===== src/rtl/cla_32bit_adder_if.sv =====
// Operand and result bundle for the 32-bit carry-lookahead adder.
// The master drives operands and carry-in; the slave returns the registered results.
interface cla_32bit_adder_if;
    logic [31:0] A;
    logic [31:0] B;
    logic        Cin;
    logic [31:0] S;
    logic        C_out;
    logic        G_prime;
    logic        P_prime;

    modport master (
        output A,
        output B,
        output Cin,
        input  S,
        input  C_out,
        input  G_prime,
        input  P_prime
    );

    modport slave (
        input  A,
        input  B,
        input  Cin,
        output S,
        output C_out,
        output G_prime,
        output P_prime
    );
endinterface


===== src/rtl/cla_32bit_adder.sv =====
// Registered 32-bit two-level carry-lookahead adder: 4-bit groups, two 16-bit sections,
// and a top-level lookahead. It also exposes the whole-word group generate/propagate terms.
module cla_32bit_adder (
    input logic              clk,
    input logic              clr,
    cla_32bit_adder_if.slave bus
);

    // Carries into positions 0..3 of a 4-wide lookahead block, from its own carry-in.
    function automatic logic [3:0] carries4(input logic [3:0] p, input logic [3:0] g,
                                            input logic ci);
        logic [3:0] c;
        c[0] = ci;
        c[1] = g[0] | (p[0] & ci);
        c[2] = g[1] | (p[1] & g[0]) | (p[1] & p[0] & ci);
        c[3] = g[2] | (p[2] & g[1]) | (p[2] & p[1] & g[0]) | (p[2] & p[1] & p[0] & ci);
        return c;
    endfunction

    function automatic logic group_gen(input logic [3:0] p, input logic [3:0] g);
        return g[3] | (p[3] & g[2]) | (p[3] & p[2] & g[1]) | (p[3] & p[2] & p[1] & g[0]);
    endfunction

    logic [31:0] p;
    logic [31:0] g;
    logic [31:0] c;
    logic [7:0]  pg;
    logic [7:0]  gg;
    logic [7:0]  gc;
    logic        p16_lo;
    logic        g16_lo;
    logic        p16_hi;
    logic        g16_hi;
    logic        c16;

    logic [31:0] s_d;
    logic [31:0] s_q;
    logic        c_out_d;
    logic        c_out_q;
    logic        g_prime_d;
    logic        g_prime_q;
    logic        p_prime_d;
    logic        p_prime_q;

    always_comb begin
        p = bus.A ^ bus.B;
        g = bus.A & bus.B;

        for (int k = 0; k < 8; k++) begin
            pg[k] = &p[4*k +: 4];
            gg[k] = group_gen(p[4*k +: 4], g[4*k +: 4]);
        end

        p16_lo = &pg[3:0];
        g16_lo = group_gen(pg[3:0], gg[3:0]);
        p16_hi = &pg[7:4];
        g16_hi = group_gen(pg[7:4], gg[7:4]);

        // Section carry comes from the top-level lookahead, never from the low section's groups.
        c16 = g16_lo | (p16_lo & bus.Cin);

        gc[3:0] = carries4(pg[3:0], gg[3:0], bus.Cin);
        gc[7:4] = carries4(pg[7:4], gg[7:4], c16);

        for (int k = 0; k < 8; k++) begin
            c[4*k +: 4] = carries4(p[4*k +: 4], g[4*k +: 4], gc[k]);
        end

        s_d       = p ^ c;
        p_prime_d = p16_hi & p16_lo;
        g_prime_d = g16_hi | (p16_hi & g16_lo);
        c_out_d   = g_prime_d | (p_prime_d & bus.Cin);
    end

    always_ff @(posedge clk) begin
        if (!clr) begin
            s_q       <= '0;
            c_out_q   <= 1'b0;
            g_prime_q <= 1'b0;
            p_prime_q <= 1'b0;
        end else begin
            s_q       <= s_d;
            c_out_q   <= c_out_d;
            g_prime_q <= g_prime_d;
            p_prime_q <= p_prime_d;
        end
    end

    assign bus.S       = s_q;
    assign bus.C_out   = c_out_q;
    assign bus.G_prime = g_prime_q;
    assign bus.P_prime = p_prime_q;

endmodule


===== src/flat_wrapper.sv =====
// flat-port wrapper written by rule: the top's interface ports become plain ports
module cla_32bit_adder_flat 
  (clk, clr, bus_A, bus_B, bus_Cin, bus_S, bus_C_out, bus_G_prime, bus_P_prime);
  cla_32bit_adder_if bus_i ();
  input logic clk;
  input logic clr;
  input wire logic [$bits(bus_i.A)-1:0] bus_A;
  input wire logic [$bits(bus_i.B)-1:0] bus_B;
  input wire logic [$bits(bus_i.Cin)-1:0] bus_Cin;
  output wire logic [$bits(bus_i.S)-1:0] bus_S;
  output wire logic [$bits(bus_i.C_out)-1:0] bus_C_out;
  output wire logic [$bits(bus_i.G_prime)-1:0] bus_G_prime;
  output wire logic [$bits(bus_i.P_prime)-1:0] bus_P_prime;
  assign bus_i.A = bus_A;
  assign bus_i.B = bus_B;
  assign bus_i.Cin = bus_Cin;
  assign bus_S = bus_i.S;
  assign bus_C_out = bus_i.C_out;
  assign bus_G_prime = bus_i.G_prime;
  assign bus_P_prime = bus_i.P_prime;
  cla_32bit_adder u_core (.clk(clk), .clr(clr), .bus(bus_i));
endmodule

===== config.mk =====
export PLATFORM = sky130hd
export DESIGN_NAME = cla_32bit_adder_flat
export DESIGN_NICKNAME = d
export VERILOG_FILES = /design/src/rtl/cla_32bit_adder_if.sv /design/src/rtl/cla_32bit_adder.sv /design/src/flat_wrapper.sv
export SDC_FILE = /design/constraint.sdc
export NUM_CORES = 1
export LEC_CHECK = 0
export ABC_AREA = 1
export BUFFER_PORTS_ARGS = -buffer_cell sky130_fd_sc_hd__buf_2
export CAP_MARGIN = 15
export CORE_ASPECT_RATIO = 0.8
export CORE_UTILIZATION = 40
export CTS_CLUSTER_DIAMETER = 80
export DETAILED_ROUTE_END_ITERATION = 8
export PLACE_DENSITY = 0.75
export SETUP_SLACK_MARGIN = 0.2
export SYNTH_ARGS = -nofsm -noshare
export SYNTH_HDL_FRONTEND = slang
export SYNTH_SLANG_ARGS = --single-unit

===== constraint.sdc =====
create_clock -name clk -period 2.45 [get_ports clk]
set_clock_uncertainty 0.2 [all_clocks]
set_input_delay 0.3675 -clock clk [delete_from_list [all_inputs] [get_ports clk]]
set_output_delay 0.3675 -clock clk [all_outputs]
set_load 0.01 [all_outputs]

==> impl_results.md <==
- P_int: about 0.0012 W
- Fillers: 536
- Total CTS buffers: 5
- Hold Vio Cnt, Final: 0
- Post-route minimum period: 2.13 ns
- Die height: 72.2 µm
- Initial Utilization: 41.7%
- Hold WS: 0.168 ns
- ANT cells: 0
- Critical path's top delay family: adder cells
- Grt total ovfl: 0
- CP max stage delay: around 0.52 ns
- IO Pins: 102
- GRT Util Overall: 18.7%
- Register area: 701 µm²
- Hold crit path type: input pin to register
- Post-synthesis sequential area ratio: 28.4%
- Syn avg cell area: 7.38 µm²
- Clk pwr share: 24.9%
- Worst vdd ir: 251 µV
- Gate Count Post-Synth: 334
- Placed cells: 527
- F_max: 469 MHz
- Yosys reg bits: 35
- YS warnings: 0
- DRT iter0 DRCs: 64
- CP most frequent cell: nand2_1
- Via density per instance: around 4.6
- Pre-antenna DRT Iters: 4
- Synth Net Count: between 400 and 500
- Crit-path cells: buf_2 > ha_1 > nand2_1 > inv_1 > nand2_1 > nand2_1 > nand2_1 > nand2_1 > nand2_1 > nand3_2 > nand2_1 > nand2_2 > fa_2 > nand2_1 > inv_1
- Core ar.: approximately 0.0059 mm²
- RePlAce Congestion: 0.816
- MaxCap Viol Count: 0
- Longest Clk Path Bufs: 2
- CTS tree: built
- Final period util: 87.0%
- # setup viols final: 0
- Critical Path Stages: 15
- RSZ-0062 raised after global routing: yes
- Crit-path max FO: 4
- WL final: 5.88 mm
- Sw power: 0.000572 W
- Hold-fix buffers, CTS: 0
- Final HPWL DP: ~4.7 mm
- Die Area: 0.00648 mm²
- Fin cells: about 530
- Leakage power: around 1.9 nW
- Startpoint Class: input pin
- H-tree depth: 2
- Initial antenna violation count: 0
- Area grow syn2layout: 36.9%
- Clock transition at path regs: 0.06 ns
- Worst-margin pin slew: 0.482 ns
- Hold path cells: 3
- IO buf count: 101
- Setup slack at placement: -0.0455 ns
- Die width: between 80 and 90 µm
- DRT antenna net count: 0
- Post-route cell area: 0.00337 mm²
- Synth cell types: 26
- Netlist Area Pre-Place: 0.00246 mm²
- Drt wl/cell: 11.0 µm
- Cell Area, Placed: 0.00322 mm²
- Setup ws final: between 0.3 and 0.4 ns
- Kind of critical path: input pin to register
- Root Buffer: clkbuf_8
- Crit path arrival time: 2.16 ns
- Switching part of the total: 33.2%
- DRC: 0
- CP max-delay cell: fa_2
- Share of layout cells above drive strength 1: 34.4%
- Bufs and invs on worst path: 3
- Largest net degree at the start of global routing: 15
- Clock sinks: 35
- Area taken by multi-input logic gates: 0.00167 mm²
- Vias in the first global route: 2283
- Nets: 560
- Worst Setup End Kind: register
- Power Density: 511 mW/mm²
- Sequential share of power: about two fifths
- Worst EP required: 2.48 ns
- Via Count: 2483
- Gate power share: 37.1%
- Slew Limit Fails: 0
- Cell Rows: 25
- Outcome: finished, final reports clean
- First-pass GRT wire length: between 9 and 10 mm
- Relative slew slack: around two thirds
==> repair_timing <==
action | in CTS | in global routing
buffers inserted | 0 | 0
setup endpoints to repair | 0 | 9
resized for setup | 0 | 10
==> metrics by stage <==
stage	setup TNS (ns)	util (%)	total power, W
2_1_floorplan	0	-	0.00105
3_3_place_gp	0	54.5	0.00127
3_5_place_dp	-0.103	54.5	0.00129
4_1_cts	0	56.0	0.00173
5_1_grt	0	57.1	0.00187
6_report	0	57.1	0.00172
==> power by group through the flow <==
stage / logic [W] / registers (W) / clock network (W)
final: 0.000639 / 0.000656 / 0.000429
after global routing: 0.000722 / 0.000664 / 0.000484
after CTS: 0.000624 / 0.000657 / 0.000449
after detailed placement: 0.000619 / 0.000668 / 0
after global placement: 0.000603 / 0.000669 / 0
after floorplan: 0.000344 / 0.000709 / 0
==> cells in the final DEF, fill, tap and decap left out, types with 3 or more instances in the layout <==
master,Yosys,routed
nand3_2,6,6
dfxtp_1,35,35
fa_1,8,5
nor2_2,4,5
nand2_2,6,6
a21oi_1,28,27
nand3_1,18,18
buf_4,1,14
nor2_1,35,33
xnor2_1,7,7
inv_1,53,53
a21o_1,4,4
fa_2,0,3
nand2_1,72,72
ha_4,0,8
o21ai_0,7,6
clkbuf_8,0,6
ha_1,32,22
nand4_1,3,3
buf_2,1,101
a31oi_1,3,3
==> cells by family after synthesis <==
family,synth area share (%)
XOR/XNOR,3.20
flip-flops,28.4
buffers and inverters,9.04
AND/OR/NAND/NOR,26.1
adder cells (fa/ha/maj),22.8
AO/OA/AOI/OAI,10.5
==> sequential cells by signal, summed over array words and instances, names as in the netlist <==
name	flops
u_core.bus.G_prime	1
u_core.bus.S	32
u_core.bus.C_out	1
u_core.bus.P_prime	1
==> worst paths after layout <==
| path | from | endpoint |
|---|---|---|
| worst max-delay path | bus_B[2] | u_core.bus.S[20]$_SDFF_PN0_ |
| worst min-delay path | bus_Cin | u_core.bus.C_out$_SDFF_PN0_ |
==> final cells by class <==
type                       count  share of cell area, %
multi-input combinational    241                   49.4
sequential                    35                   20.8
timing repair buffer         115                   18.1
inverter                      55                   6.12
tap                           81                   3.00
clock buffer                   6                   2.45
clock inverter                 1                  0.148
==> metal layers <==
layer | GRT usage (%) | share of wire, %
met3 | 5.77 | 5.7
met2 | 33.2 | 47
met4 | 6.38 | 0.80
met1 | 21.7 | 47
met5 | 0 | 0
==> synth_stat cells (all sizes together) <==
library cell,n,area [µm²]
a21o,4,30.0
nand3,24,150
ha,32,400
a31oi,3,18.8
buf,2,12.5
nor2,39,156
o211ai,1,7.51
fa,8,160
a21oi,29,149
nand4,3,18.8
dfxtp,35,701
o21ai,7,35.0
xor2,2,17.5
a221oi,2,17.5
clkinv,1,3.75
nand2,78,308
clkbuf,1,3.75
inv,54,203
xnor2,7,61.3
nor3,2,10.0
(Power assumes the default switching activity.)
